### config.mk
export PLATFORM = sky130hd
export DESIGN_NAME = i4001_bank
export DESIGN_NICKNAME = d
export VERILOG_FILES = /design/src/rtl/i4001_bank.sv
export SDC_FILE = /design/constraint.sdc
export NUM_CORES = 1
export LEC_CHECK = 0
export ABC_AREA = 1
export ABC_CLOCK_PERIOD_IN_PS = 4200
export CAP_MARGIN = 20
export CORE_AREA = 2 2 66 68
export CTS_CLUSTER_SIZE = 12
export DETAILED_ROUTE_END_ITERATION = 12
export DIE_AREA = 0 0 68 70
export GPL_TIMING_DRIVEN = 0
export PLACE_DENSITY_LB_ADDON = 0.12
export SLEW_MARGIN = 30
export SYNTH_ARGS = -nofsm -noshare
export SYNTH_HDL_FRONTEND = slang
export SYNTH_SLANG_ARGS = --single-unit
export TNS_END_PERCENT = 20
### constraint.sdc
create_clock -name sysclk -period 4.2 [get_ports sysclk]
set_input_delay 0.42 -clock sysclk [delete_from_list [all_inputs] [get_ports sysclk]]
set_output_delay 0.42 -clock sysclk [all_outputs]
set_load 0.01 [all_outputs]
### src/rtl/i4001_bank.sv
// i4001_bank: NUM_CHIPS consecutive 4001 ROM/I-O chips on one MCS-4 bus, sharing one BRAM read port.
// Optional feature macro I4001_BANK_IO_SYNC_EN: io_in passes through a 2-flop synchroniser before RDR.
module i4001_bank #(
  parameter int                     NUM_CHIPS = 4,
  parameter int                     BASE_CHIP = 0,
  parameter logic [NUM_CHIPS*4-1:0] IO_OUTPUT = '0,
  parameter logic [NUM_CHIPS*4-1:0] IO_INVERT = '0
) (
  input  logic                     sysclk,
  input  logic                     poc_n,
  input  logic                     clk1_pad,
  input  logic                     clk2_pad,
  input  logic                     sync_pad,
  input  logic                     cmrom_pad,
  input  logic [3:0]               data_pad,
  output logic [3:0]               data_out,
  output logic                     data_dir,
  input  logic                     clear_pad,
  output logic [11:0]              rom_addr,
  input  logic [7:0]               rom_data,
  input  logic [NUM_CHIPS*4-1:0]   io_in,
  output logic [NUM_CHIPS*4-1:0]   io_out,
  output logic                     locked
);

  typedef enum logic [2:0] {
    PH_A1 = 3'd0,
    PH_A2 = 3'd1,
    PH_A3 = 3'd2,
    PH_M1 = 3'd3,
    PH_M2 = 3'd4,
    PH_X1 = 3'd5,
    PH_X2 = 3'd6,
    PH_X3 = 3'd7
  } phase_t;

  logic                   clk2_q, clk2_d;
  phase_t                 phase_q, phase_d;
  logic                   locked_q, locked_d;
  logic [7:0]             addr_q, addr_d;
  logic                   chipsel_q, chipsel_d;
  logic [11:0]            rom_addr_q, rom_addr_d;
  logic [3:0]             dout_q, dout_d;
  logic                   ddir_q, ddir_d;
  logic                   wrr_q, wrr_d;
  logic                   rdr_q, rdr_d;
  logic [3:0]             src_chip_q, src_chip_d;
  logic                   src_valid_q, src_valid_d;
  logic [NUM_CHIPS*4-1:0] io_lat_q, io_lat_d;
  logic [NUM_CHIPS*4-1:0] io_samp;
  logic                   rise, fall;
  logic [3:0]             rd_nib;

  // clk1 carries nothing the clk2-edge phase tracker needs.
  logic unused_ok;
  assign unused_ok = clk1_pad;

  // Chips below BASE_CHIP wrap the 5-bit difference to 17..31, so one compare covers both bounds.
  function automatic logic in_range(input logic [3:0] d);
    logic [4:0] diff;
    diff = {1'b0, d} - 5'(BASE_CHIP);
    return diff < 5'(NUM_CHIPS);
  endfunction

`ifdef I4001_BANK_IO_SYNC_EN
  logic [NUM_CHIPS*4-1:0] io_meta_q, io_sync_q;

  always_ff @(posedge sysclk) begin
    if (!poc_n) begin
      io_meta_q <= '0;
      io_sync_q <= '0;
    end else begin
      io_meta_q <= io_in;
      io_sync_q <= io_meta_q;
    end
  end

  assign io_samp = io_sync_q;
`else
  assign io_samp = io_in;
`endif

  assign rise = clk2_pad & ~clk2_q;
  assign fall = ~clk2_pad & clk2_q;

  // RDR read-back: input pins through the inversion mask, output pins from their latch.
  always_comb begin
    rd_nib = '0;
    for (int c = 0; c < NUM_CHIPS; c++) begin
      if (src_chip_q == 4'(BASE_CHIP + c)) begin
        rd_nib = ((io_samp[4*c +: 4] ^ IO_INVERT[4*c +: 4]) & ~IO_OUTPUT[4*c +: 4])
               | (io_lat_q[4*c +: 4] & IO_OUTPUT[4*c +: 4]);
      end
    end
  end

  always_comb begin
    clk2_d      = clk2_pad;
    phase_d     = phase_q;
    locked_d    = locked_q;
    addr_d      = addr_q;
    chipsel_d   = chipsel_q;
    rom_addr_d  = rom_addr_q;
    dout_d      = dout_q;
    ddir_d      = ddir_q;
    wrr_d       = wrr_q;
    rdr_d       = rdr_q;
    src_chip_d  = src_chip_q;
    src_valid_d = src_valid_q;
    io_lat_d    = io_lat_q;

    if (fall) begin
      if (sync_pad) begin
        phase_d  = PH_A1;
        locked_d = 1'b1;
        wrr_d    = 1'b0;
        rdr_d    = 1'b0;
      end else if (phase_q == PH_X3) begin
        locked_d = 1'b0;
      end else begin
        phase_d = phase_t'(phase_q + 3'd1);
      end

      // Bus drive is decided for the phase being entered, so it is stable before its rise.
      ddir_d = 1'b0;
      dout_d = 4'h0;
      case (phase_d)
        PH_M1: if (chipsel_q) begin
          ddir_d = 1'b1;
          dout_d = rom_data[7:4];
        end
        PH_M2: if (chipsel_q) begin
          ddir_d = 1'b1;
          dout_d = rom_data[3:0];
        end
        PH_X1: if (rdr_q) begin
          ddir_d = 1'b1;
          dout_d = rd_nib;
        end
        default: ;
      endcase
    end

    if (rise && locked_q) begin
      case (phase_q)
        PH_A1: addr_d[3:0] = data_pad;
        PH_A2: addr_d[7:4] = data_pad;
        PH_A3: begin
          chipsel_d = cmrom_pad & in_range(data_pad);
          if (chipsel_d) begin
            rom_addr_d = {data_pad, addr_q};
          end
        end
        PH_M2: begin
          if (src_valid_q && cmrom_pad) begin
            if (data_pad == 4'b0010) wrr_d = 1'b1;
            if (data_pad == 4'b1010) rdr_d = 1'b1;
          end
        end
        PH_X2: begin
          if (cmrom_pad) begin
            src_chip_d  = data_pad;
            src_valid_d = in_range(data_pad);
          end
          // WRR targets the chip chosen by the previous SRC, not one arriving on this edge.
          if (wrr_q) begin
            for (int c = 0; c < NUM_CHIPS; c++) begin
              if (src_chip_q == 4'(BASE_CHIP + c)) begin
                io_lat_d[4*c +: 4] = (data_pad & IO_OUTPUT[4*c +: 4])
                                   | (io_lat_q[4*c +: 4] & ~IO_OUTPUT[4*c +: 4]);
              end
            end
          end
        end
        default: ;
      endcase
    end

    if (clear_pad) begin
      io_lat_d = '0;
    end
  end

  always_ff @(posedge sysclk) begin
    if (!poc_n) begin
      clk2_q      <= 1'b0;
      phase_q     <= PH_X3;
      locked_q    <= 1'b0;
      addr_q      <= '0;
      chipsel_q   <= 1'b0;
      rom_addr_q  <= '0;
      dout_q      <= '0;
      ddir_q      <= 1'b0;
      wrr_q       <= 1'b0;
      rdr_q       <= 1'b0;
      src_chip_q  <= '0;
      src_valid_q <= 1'b0;
      io_lat_q    <= '0;
    end else begin
      clk2_q      <= clk2_d;
      phase_q     <= phase_d;
      locked_q    <= locked_d;
      addr_q      <= addr_d;
      chipsel_q   <= chipsel_d;
      rom_addr_q  <= rom_addr_d;
      dout_q      <= dout_d;
      ddir_q      <= ddir_d;
      wrr_q       <= wrr_d;
      rdr_q       <= rdr_d;
      src_chip_q  <= src_chip_d;
      src_valid_q <= src_valid_d;
      io_lat_q    <= io_lat_d;
    end
  end

  assign data_out = dout_q;
  assign data_dir = ddir_q;
  assign rom_addr = rom_addr_q;
  assign locked   = locked_q;
  assign io_out   = (io_lat_q ^ IO_INVERT) & IO_OUTPUT;

endmodule

==> flow_summary.yaml <==
timing:
  period_needed_ps: 1750
  rsz0062_at_grt: "false"
  finalMaxSlewViolations: 0
  tightest_slew_ps: 709
  setup_ws_ps: 2450
  holdWs_ps: 434
  setup_viol: 0
  hold_viol: 0
  period_share: 0.416
  maxSlewHeadroom: 0.524
  fmax_mhz: 572
  fin_tns_setup_ps: 0
  finalClockSkew_ps: 10.3
routing:
  num_vias: 1898
  wl_per_cell_um: 11.3
  drt_first_pass_iters: 4
  drt_iter0_drc: 95
  totalWireLength_um: 4440
  vias_per_cell: 4.84
  drtAntennaViolNets: 0
  drcViolationCount: 0
cells_and_area:
  nets: 378
  final_common_cell: "clkdlybuf4s50_1"
  nFillCells: 394
  post-route-util: 0.635
  final_cell_mix: "clkdlybuf4s50_1 (49), inv_1 (38), dfxtp_1 (37)"
  area_delta_synth_final_pct: 38.5
  antenna_cells: 0
  instances_no_fill: 392
  layout-drive-gt1-share: 0.100
floorplan:
  fp.dieW_um: 68
  num_io_pins: 69
  die_y_um: 70
  dieArea_mm2: 0.00476
  core-area_mm2: 0.00414
  rows: 24
  initial_utilization: 0.459
synthesis:
  syn_area_per_cell_um2: 7.09
  synth_cell_types: 24
  synth_top_flop_cell: "dfxtp_1"
  synthArstFlopShare: 0
  synthCells: 268
  synth_top_area_frac: 0.390
  yosysSeqAreaShare: 0.390
  synth.largest_area_cell: "dfxtp_1"
  synth_seq_cells: 37
  synth_edf_count: 0
  syn_area_mm2: 0.00190
  synth.area.top_cells: "dfxtp_1 (39%), inv_1 (7.5%), o21ai_0 (7.4%), nand4_1 (6.9%), a21oi_1 (6.6%)"
  synth_warnings: 0
placement:
  gp_congestion: 0.806
  place_ws_ps: 2240
  dp_cells: 384
  post-dp-hpwl_um: 3300
  port_buffers: 49
setup_path:
  crit_family: "simple AND/OR/NAND/NOR gates"
  cp_cell_sequence: "clkdlybuf4s50_1, nand3_1, nor3_1, o21ai_0, a21oi_1"
  cp.required_ps: 4420
  worstSetupStartpointType: "input port"
  worst_setup_path_end_kind: "register"
  crit_slowest_cell: "nor3_1"
  arrival_ps: 1960
  reg2reg_slack_ps: 2460
  crit_type: "in2reg"
  cp_max_fo: 8
  critPathBufInv: 1
  crit_path_max_incr_delay_ps: 560
cts:
  cts.sinks: 37
  holdBufCountCts: 0
  h-tree-depth: 2
  clk_pin_slew_ps: 70
  clockRootBuffer: "clkbuf_8"
  cts_buffer_depth: 2
  clk_latency_ps: 300
  numCtsBuffers: 5
  cts_tree: "built"
  post_cts_buffers: 0
  cts_resized: 0
grt:
  grt.total_usage: 0.197
  gr-total-overflow: 0
  grt_pass1_wl_um: 7290
  grt_max_degree: 13
  grt_pass1_vias: 1657
  antenna_found_initial: 0
hold_path:
  hold_class: "reg2reg"
power_and_ir_drop:
  worst_ir_drop_vdd_v: 0.000241
  p_per_area_mw_per_mm2: 299
  leakage_nw: 1.21
run:
  cap_violations: 0
status:
  status: "finished, final reports clean"
## cells in the mapped netlist (2+ instances only)
cell type and count:
nand4_1 21, nor2_1 25, inv_1 38, nand2_1 32, clkbuf_1 4, ha_1 4
a21oi_1 25, buf_2 3, o21ai_0 28, buf_4 16, o211ai_1 4, dfxtp_1 37
clkinv_1 2, nand3_1 17, nor3_1 3
## area by class of cell
type | count | area, µm² | share of cell area
multi-input cells | 181 | 901 | 0.342
flip-flops and latches | 37 | 741 | 0.281
repair buffers | 49 | 490 | 0.186
plain buffers | 24 | 161 | 0.0613
inverters | 41 | 154 | 0.0585
clock buffers | 6 | 82.6 | 0.0314
well taps | 52 | 65.1 | 0.0247
clock inverters | 2 | 37.5 | 0.0143
## final timing paths
path                                    from           end  cells after the start
worst max-delay path                clk2_pad     addr_q[0]                      5
worst min-delay path            rom_addr[10]  rom_addr[10]                      2
worst max register to register    phase_q[0]     addr_q[0]                      6
worst min register to register  rom_addr[10]  rom_addr[10]                      2
## power breakdown
part / switching (mW) / internal, mW / total [mW]
registers: 0.00397 / 0.355 / 0.359
logic: 0.0505 / 0.0530 / 0.103
clock network: 0.131 / 0.193 / 0.324
total: 0.185 / 0.601 / 0.786
## logic make-up (layout without fill, tap and decap cells)
| family | Yosys count | in the layout | share of synthesized area |
|---|---|---|---|
| buffers and inverters | 65 | 122 | 0.166 |
| other | 1 | 16 | 0.00197 |
| DFF | 37 | 37 | 0.390 |
| adders and majority gates | 4 | 4 | 0.0263 |
| and+or+nand+nor | 102 | 102 | 0.252 |
| AOI/OAI and AO/OA | 59 | 59 | 0.164 |
## flip-flops by register name, summed over array words and instances, names as in the netlist
register	cells
rom_addr	12
addr_q	8
data_out	4
src_chip_q	4
phase_q	3
chipsel_q	1
clk2_q	1
data_dir	1
locked	1
rdr_q	1
src_valid_q	1
## worst min-delay path, cell delays in order, from the launching register on
cell and delay, ps:
dfxtp_1 310, nand2_1 50, nor2_1 30
## metrics by stage
stage / area, µm² / total power [mW]
after floorplan: 1960 / 0.423
after global placement: 2510 / 0.469
after detailed placement: 2510 / 0.470
after CTS: 2630 / 0.792
after global routing: 2630 / 0.822
final: 2630 / 0.786
## per-layer routing
metal,GRT usage,share of wire,vias to the layer above
li1,-,-,999
met1,0.262,0.46,832
met2,0.305,0.44,61
met3,0.0564,0.082,6
met4,0.0600,0.013,0
met5,0,0,-
Power figures use the tool's default switching activity.
